## config.mk

```make
export PLATFORM = sky130hd
export DESIGN_NAME = frame_reader
export DESIGN_NICKNAME = d
export VERILOG_FILES = /design/src/rtl/frame_reader.sv
export SDC_FILE = /design/constraint.sdc
export NUM_CORES = 1
export LEC_CHECK = 0
export ABC_CLOCK_PERIOD_IN_PS = 5700
export CAP_MARGIN = 5
export CORE_ASPECT_RATIO = 1.1
export CORE_MARGIN = 4
export CORE_UTILIZATION = 55
export CTS_CLUSTER_SIZE = 20
export DETAILED_ROUTE_END_ITERATION = 8
export PLACE_DENSITY = 0.88
export REMOVE_ABC_BUFFERS = 1
export SLEW_MARGIN = 20
export SYNTH_ARGS = -nofsm -noshare
export SYNTH_HDL_FRONTEND = slang
export SYNTH_SLANG_ARGS = --single-unit
```

## constraint.sdc

```tcl
create_clock -name clk -period 5.7 [get_ports clk]
set_input_delay 1.425 -clock clk [delete_from_list [all_inputs] [get_ports clk]]
set_output_delay 1.425 -clock clk [all_outputs]
set_load 0.03 [all_outputs]
```

## src/rtl/frame_reader.sv

```systemverilog
// rtl/frame_reader.sv - raster-order frame buffer scanner producing an AXI4-Stream video pixel stream
module frame_reader #(
    parameter int WIDTH     = 640,
    parameter int HEIGHT    = 480,
    parameter int BIT_WIDTH = 8
) (
    input  logic                                clk,
    input  logic                                rst,
    input  logic                                start,
    output logic                                busy,
    output logic                                frame_done,
    output logic                                bram_en,
    output logic [$clog2(WIDTH*HEIGHT):0]       bram_addr,
    input  logic [BIT_WIDTH-1:0]                bram_dout,
    output logic [BIT_WIDTH-1:0]                m_axis_tdata,
    output logic                                m_axis_tvalid,
    input  logic                                m_axis_tready,
    output logic                                m_axis_tuser,
    output logic                                m_axis_tlast
);

    localparam int NPIX = WIDTH * HEIGHT;
    localparam int AW   = $clog2(NPIX) + 1;
    localparam int XW   = (WIDTH  > 1) ? $clog2(WIDTH)  : 1;
    localparam int YW   = (HEIGHT > 1) ? $clog2(HEIGHT) : 1;

    localparam logic [AW-1:0] LAST_ADDR = AW'(NPIX - 1);
    localparam logic [XW-1:0] X_LAST    = XW'(WIDTH - 1);
    localparam logic [YW-1:0] Y_LAST    = YW'(HEIGHT - 1);

    typedef enum logic [1:0] {
        S_IDLE,
        S_RUN,
        S_DRAIN
    } state_t;

    state_t              state_q, state_d;
    logic [AW-1:0]       addr_q, addr_d;
    logic [XW-1:0]       x_q, x_d;
    logic [YW-1:0]       y_q, y_d;
    logic                frame_done_q, frame_done_d;
    logic                inflight_q;
    logic                tag_user_q, tag_last_q;

    // Two-entry output FIFO: one slot covers the read in flight, the other the stalled head.
    logic [BIT_WIDTH-1:0] fifo_data_q [2];
    logic                 fifo_user_q [2];
    logic                 fifo_last_q [2];
    logic                 wr_ptr_q, rd_ptr_q;
    logic [1:0]           count_q;

    logic                 issue;
    logic                 push;
    logic                 pop;
    logic [2:0]           pending;
    logic [1:0]           count_next;

    assign m_axis_tvalid = (count_q != 2'd0);
    assign pop           = m_axis_tvalid & m_axis_tready;
    assign push          = inflight_q;
    // Occupancy the FIFO will hold once this cycle's pop retires, counting the read already in flight.
    assign pending       = {1'b0, count_q} + {2'b00, inflight_q} - {2'b00, pop};
    assign issue         = (state_q == S_RUN) && (pending < 3'd2);
    assign count_next    = count_q + {1'b0, push} - {1'b0, pop};

    assign bram_en       = issue;
    assign bram_addr     = addr_q;
    assign busy          = (state_q != S_IDLE);
    assign frame_done    = frame_done_q;
    assign m_axis_tdata  = m_axis_tvalid ? fifo_data_q[rd_ptr_q] : '0;
    assign m_axis_tuser  = m_axis_tvalid ? fifo_user_q[rd_ptr_q] : 1'b0;
    assign m_axis_tlast  = m_axis_tvalid ? fifo_last_q[rd_ptr_q] : 1'b0;

    // Next-state logic: frame sequencing, read address and raster x/y tags.
    always_comb begin
        state_d      = state_q;
        addr_d       = addr_q;
        x_d          = x_q;
        y_d          = y_q;
        frame_done_d = 1'b0;
        case (state_q)
            S_IDLE: begin
                if (start) begin
                    state_d = S_RUN;
                    addr_d  = '0;
                    x_d     = '0;
                    y_d     = '0;
                end
            end
            S_RUN: begin
                if (issue) begin
                    if (addr_q == LAST_ADDR) begin
                        state_d = S_DRAIN;
                    end else begin
                        addr_d = addr_q + 1'b1;
                    end
                    if (x_q == X_LAST) begin
                        x_d = '0;
                        y_d = (y_q == Y_LAST) ? '0 : y_q + 1'b1;
                    end else begin
                        x_d = x_q + 1'b1;
                    end
                end
            end
            S_DRAIN: begin
                // Leave DRAIN on the edge that retires the last pixel so busy and frame_done switch together.
                if (count_next == 2'd0) begin
                    state_d      = S_IDLE;
                    frame_done_d = 1'b1;
                end
            end
            default: state_d = S_IDLE;
        endcase
    end

    // State, counters, read pipeline and FIFO storage.
    always_ff @(posedge clk) begin
        if (rst) begin
            state_q        <= S_IDLE;
            addr_q         <= '0;
            x_q            <= '0;
            y_q            <= '0;
            frame_done_q   <= 1'b0;
            inflight_q     <= 1'b0;
            tag_user_q     <= 1'b0;
            tag_last_q     <= 1'b0;
            wr_ptr_q       <= 1'b0;
            rd_ptr_q       <= 1'b0;
            count_q        <= 2'd0;
            fifo_data_q[0] <= '0;
            fifo_data_q[1] <= '0;
            fifo_user_q[0] <= 1'b0;
            fifo_user_q[1] <= 1'b0;
            fifo_last_q[0] <= 1'b0;
            fifo_last_q[1] <= 1'b0;
        end else begin
            state_q      <= state_d;
            addr_q       <= addr_d;
            x_q          <= x_d;
            y_q          <= y_d;
            frame_done_q <= frame_done_d;
            inflight_q   <= issue;
            count_q      <= count_next;
            if (issue) begin
                tag_user_q <= (x_q == '0) && (y_q == '0);
                tag_last_q <= (x_q == X_LAST);
            end
            if (push) begin
                fifo_data_q[wr_ptr_q] <= bram_dout;
                fifo_user_q[wr_ptr_q] <= tag_user_q;
                fifo_last_q[wr_ptr_q] <= tag_last_q;
                wr_ptr_q              <= ~wr_ptr_q;
            end
            if (pop) begin
                rd_ptr_q <= ~rd_ptr_q;
            end
        end
    end

endmodule

```

Yosys cells after proc, flatten, opt, wreduce, memory -nomap -nowiden
Memory sizes are Yosys's and may differ from the RTL's. A register that Yosys moved wholly into a read port is not among the register bits.
Index checks and enable logic that the tools add are counted.
{"block": "totals", "reg_bits": 49, "word_cells": 96, "mem_count": 3, "in_bits": 12, "ram_bits": 20}
{"name": "fifo_data_q", "depth": 2, "word_bits": 8, "rd": 1, "rd_clocked_by_memory_dff": 1, "write_ports": 2, "line_no": "46", "text": "logic [BIT_WIDTH-1:0] fifo_data_q [2];"}
{"name": "fifo_last_q", "depth": 2, "word_bits": 1, "rd": 1, "rd_clocked_by_memory_dff": 1, "write_ports": 2, "line_no": "48", "text": "logic fifo_last_q [2];"}
{"name": "fifo_user_q", "depth": 2, "word_bits": 1, "rd": 1, "rd_clocked_by_memory_dff": 1, "write_ports": 2, "line_no": "47", "text": "logic fifo_user_q [2];"}
{"block": "classes", "reduce_logical": 17, "eq_ne": 11, "add_sub_neg": 7, "bitwise_logic": 4, "n_lt_le_gt_ge": 1, "mux": 42}
{"op": "20-bit 2-to-1 mux", "n": 3}
{"op": "20-bit one-hot mux with 2 select lines", "n": 1}
{"op": "9-bit 2-to-1 mux", "n": 4}
{"op": "10-bit 2-to-1 mux", "n": 3}
{"op": "1-bit 2-to-1 mux", "n": 22}
{"op": "20-bit by 1-bit adder with 20-bit output (second input constant)", "n": 1}
{"op": "20-bit by 19-bit equality test with 1-bit output (second input constant)", "n": 1}
{"op": "10-bit one-hot mux with 2 select lines", "n": 1}
{"op": "9-bit one-hot mux with 2 select lines", "n": 1}
{"op": "8-bit 2-to-1 mux", "n": 2}
{"op": "4-bit AND reduction", "n": 3}
{"op": "10-bit by 1-bit adder with 10-bit output (second input constant)", "n": 1}
{"op": "10-bit equality test (second input constant)", "n": 1}
{"op": "10-bit logical NOT", "n": 1}
{"op": "9-bit by 1-bit adder with 9-bit output (second input constant)", "n": 1}
{"op": "9-bit equality test (second input constant)", "n": 1}
{"op": "9-bit logical NOT", "n": 1}
{"op": "2-bit 2-to-1 mux", "n": 4}
{"op": "2-bit inequality test (second input constant)", "n": 4}
{"op": "8-bit OR reduction", "n": 1}
{"op": "2-bit one-hot mux with 3 select lines", "n": 1}
{"op": "2-bit nonzero test", "n": 3}
{"op": "2-bit logical NOT", "n": 2}
{"op": "2-bit by 1-bit inequality test with 1-bit output (second input constant)", "n": 2}
{"op": "13 further kinds", "n": 17}

Longest topological paths before layout
{"block": "logic_depth", "depth_word": 7, "ltp_mapped": 12, "depth_no_buf": 11}

Worst setup path before layout
OpenSTA, ideal clock, no wires.
{"block": "synth_timing", "kind": "input to output", "startpoint": "input port m_axis_tready", "endpoint": "output port bram_en", "t_arrival_ps": 3266, "slack_ps": 1009, "cell_stages": 9, "path_buffers": 1, "path_cell_list": "nor2b_1 -> ha_1 -> inv_1 -> ha_1 -> fa_1 -> xor2_2 -> nand3_1 -> clkbuf_1 -> inv_1"}
{"block": "synth_via", "elab_chain_len": 4}
{"element": "start, declared", "line_no": "17", "text": "input logic m_axis_tready,"}
{"element": "1-bit bitwise AND", "line_no": "59", "text": "assign pop = m_axis_tvalid & m_axis_tready;"}
{"element": "3-bit by 1-bit subtractor with 3-bit output", "line_no": "62", "text": "assign pending = {1'b0, count_q} + {2'b00, inflight_q} - {2'b00, pop};"}
{"element": "3-bit by 2-bit < comparator with 1-bit output", "line_no": "63", "text": "assign issue = (state_q == S_RUN) && (pending < 3'd2);"}
{"element": "1-bit logical AND", "line_no": "63"}
{"element": "end, declared", "line_no": "12", "text": "output logic bram_en,"}
No other way between the ends.

Worst setup path in the final report
{"block": "layout_timing", "startpoint": "input port m_axis_tready", "endpoint": "output port bram_en"}
{"block": "layout_via", "elab_chain_len": 4}
{"element": "1-bit bitwise AND", "line_no": "59"}
{"element": "net pop", "line_no": "54", "text": "logic pop;"}
{"element": "3-bit by 1-bit subtractor with 3-bit output", "line_no": "62"}
{"element": "3-bit by 2-bit < comparator with 1-bit output", "line_no": "63"}
{"element": "1-bit logical AND", "line_no": "63"}
The timed path passes the listed nets, and every way through them passes these cells.

==> results.toml <==
[status]
status = "complete, no violations"

[sta]
worstMarginPinSlew_ps = 873.6
timing.final.ws_setup_ps = 553.7
relSlewSlack_pct = 41.22
setup_viol = 0
tns_ps = 0
hold_violations = 0
rsz0062_at_grt = "false"
drv_slew = 0
fin_crit_sh_pct = 90.29
min_period_ps = 5146
finClkSkew_ps = 12.52
fmax_mhz = 194.3

[global_route]
antenna_found_initial = 0
grt_pass1_vias = 2927
overflow = 0
grt_use_total_pct = 22.06
grt_pass1_wl_um = 13680
grt_max_degree = 34

[worst_setup_path]
reg2reg_depth = 11
cp-start-kind = "primary input"
cpMaxStageDelayCell = "fa_1"
cp_max_fo = 4
slowest_delay_ps = 410
r2r-end = "bram_addr[15]$_SDFFE_PP0P_"
crit_type = "in -> out"
end_kind = "primary output"
cp_cell_sequence = "clkdlybuf4s50_1 -> nor2b_1 -> ha_1 -> inv_1 -> ha_1 -> fa_1 -> xor2_2 -> nand3_1 -> inv_1 -> buf_4"
crit_required_ps = 4280
r2r-start = "count_q[1]$_SDFF_PP0_"
r2r_slack_ps = 1830
cp.arrival_ps = 3720

[power_and_ir_drop]
cellPowerDensity_nw_per_um2 = 392.6
vdd.ir_drop.worst_mv = 0.2608
totalPowerFinal_uw = 1658
p_leak_uw = 0.001453

[job]
cap_violations = 0

[clocking]
cts_sinks = 70
clkTransAtPathRegs_ps = 70
htreeDepth = 3
cts_inserted_buffers = 9
cts_hold_buf = 0
clockRootBuffer = "clkbuf_8"
cts_buffer_depth = 2
clk_latency_ps = 360
cts_tree = "built"
post_cts_buffers = 0
cts_resized = 0

[synthesis]
ys_ff_latch = 70
synthCells = 389
ys_warn_count = 0
syn_area_per_cell_um2 = 8.945
synth.area.top_cells = "dfxtp_1 (29%), edfxtp_1 (17%), nor2_1 (4.4%)"
netlist_area_um2 = 3480
seq_area_frac_synth_pct = 46.03
async_flop_share_pct = 0
synthDistinctLibCells = 50
synth_edf_count = 20
synth_top_area_cell = "dfxtp_1"
yosys.area.top_type_share_pct = 28.77
ys.flop_type = "dfxtp_1"

[floorplanning]
die_height_um = 91.42
start_util_pct = 56.52
row_count = 30
fp.coreArea_um2 = 6156
pin_count = 46
die_area_um2 = 7664
die_x_um = 83.84

[placed_design]
dp_slack_ps = 541.5
gp_congestion = 0.8927
dpl.hpwl_um = 5643
port_buffers = 45

[cells_and_area]
syn_to_final_growth_pct = 21.36
layout_common_cells = "dfxtp_1 (50), clkdlybuf4s50_1 (44), nor2_1 (41)"
num_antenna_cells = 0
fillers = 478
drive_gt1_share_pct = 6.651
final_util_pct = 68.60
final_common_cell = "dfxtp_1"
layout.nets = 451
regArea_um2 = 1602
multi_input_area_um2 = 1713

[routing]
drtPass1Iterations = 5
num_vias = 3111
dr_wl_met3_um = 528
top_layer_used = "met4"
vias_per_cell = 6.029
drt-met1-wl_um = 3444
wl_met2_um = 4050
wl_um = 8227
drtIter0Drc = 206
wl_per_cell_um = 15.94
ant_nets = 0
drc = 0

[worst_hold_path]
worstHoldStart = "bram_addr[19]$_SDFFE_PP0P_"
min_to = "bram_addr[19]$_SDFFE_PP0P_"
hold_path_depth = 2
hp-class = "reg -> reg"
## critical path, delay by kind of cell
family                   cells  cell delay, ps
buffers and inverters        4             750
AND/OR/NAND/NOR              2             310
XOR/XNOR                     1             310
adder cells (fa/ha/maj)      3             920
## state kept, by name, indices dropped and copies added, names as in the netlist, named ones only
register and count:
wr_ptr_q 1, tag_last_q 1, bram_addr 20, tag_user_q 1, fifo_user_q 2, inflight_q 1
fifo_last_q 2, state_q 2, rd_ptr_q 1, y_q 9, x_q 10, fifo_data_q 16
frame_done 1, count_q 2
## per-stage QoR
stage | hold slack [ps] | instances | area (um^2)
global placement | 486.9 | 500 | 3979
detailed placement | 500.2 | 500 | 3979
global route | 542.8 | 516 | 4223
finish | 511.6 | 516 | 4223
floorplan | 458.7 | 371 | 3401
CTS | 512.3 | 516 | 4223
## synth_stat cells, types with 2 or more instances
cell type / instances
edfxtp_1: 20
a311oi_1: 8
inv_1: 23
nand4_1: 9
or2_2: 3
a21o_1: 3
clkbuf_1: 15
mux2i_1: 11
o21ai_0: 20
nand2b_1: 2
a21oi_1: 23
a32o_1: 2
a31oi_1: 9
and3_1: 4
nor3_1: 7
and2_1: 22
nor2_1: 41
nor4_1: 6
nand4b_1: 4
nand3_1: 15
or4_1: 3
nand2_1: 36
xnor2_1: 6
a41oi_1: 5
nor3b_1: 2
o31ai_1: 6
or3_1: 4
nor2b_1: 3
dfxtp_1: 50
ha_1: 7
## area by class of cell
type / count / share of cell area, %
clock inverters: 7 / 2.844
multi-input cells: 278 / 40.56
clock buffers: 9 / 2.933
well taps: 80 / 2.370
repair buffers: 49 / 11.32
inverters: 23 / 2.044
flip-flops and latches: 70 / 37.93
## where the power goes
group | internal [uW] | leakage [uW] | switching [uW]
sequential | 565 | 0.000612 | 46.5
clock | 293 | 0.000120 | 200
combinational | 198 | 0.000721 | 356
total | 1060 | 0.00145 | 603
## cells by family (layout without fill, tap and decap cells)
family,after synthesis,in the layout,synth area share (%)
AND/OR/NAND/NOR,167,167,24.81
AO/OA/AOI/OAI,85,85,16.18
flip-flops,70,70,46.03
buffers and inverters,41,88,4.746
multiplexers,11,11,3.164
adder cells (fa/ha/maj),8,8,3.092
XOR/XNOR,7,7,1.978
## per-layer routing
metal	global-route usage, %	up-vias
li1	-	1492
met1	27.26	1467
met2	37.86	133
met3	3.721	19
met4	9.249	0
met5	0	-
## how the worst max path moves through the flow
stage,start,to,slack [ps],cells after the start
finish,m_axis_tready,bram_en,550,10
global route,m_axis_tready,bram_en,450,10
CTS,m_axis_tready,bram_en,530,10
detailed placement,m_axis_tready,bram_en,540,10
global placement,m_axis_tready,bram_en,610,10
floorplan,m_axis_tready,bram_en,950,8
Note: power is estimated with default switching activity, not from simulation.
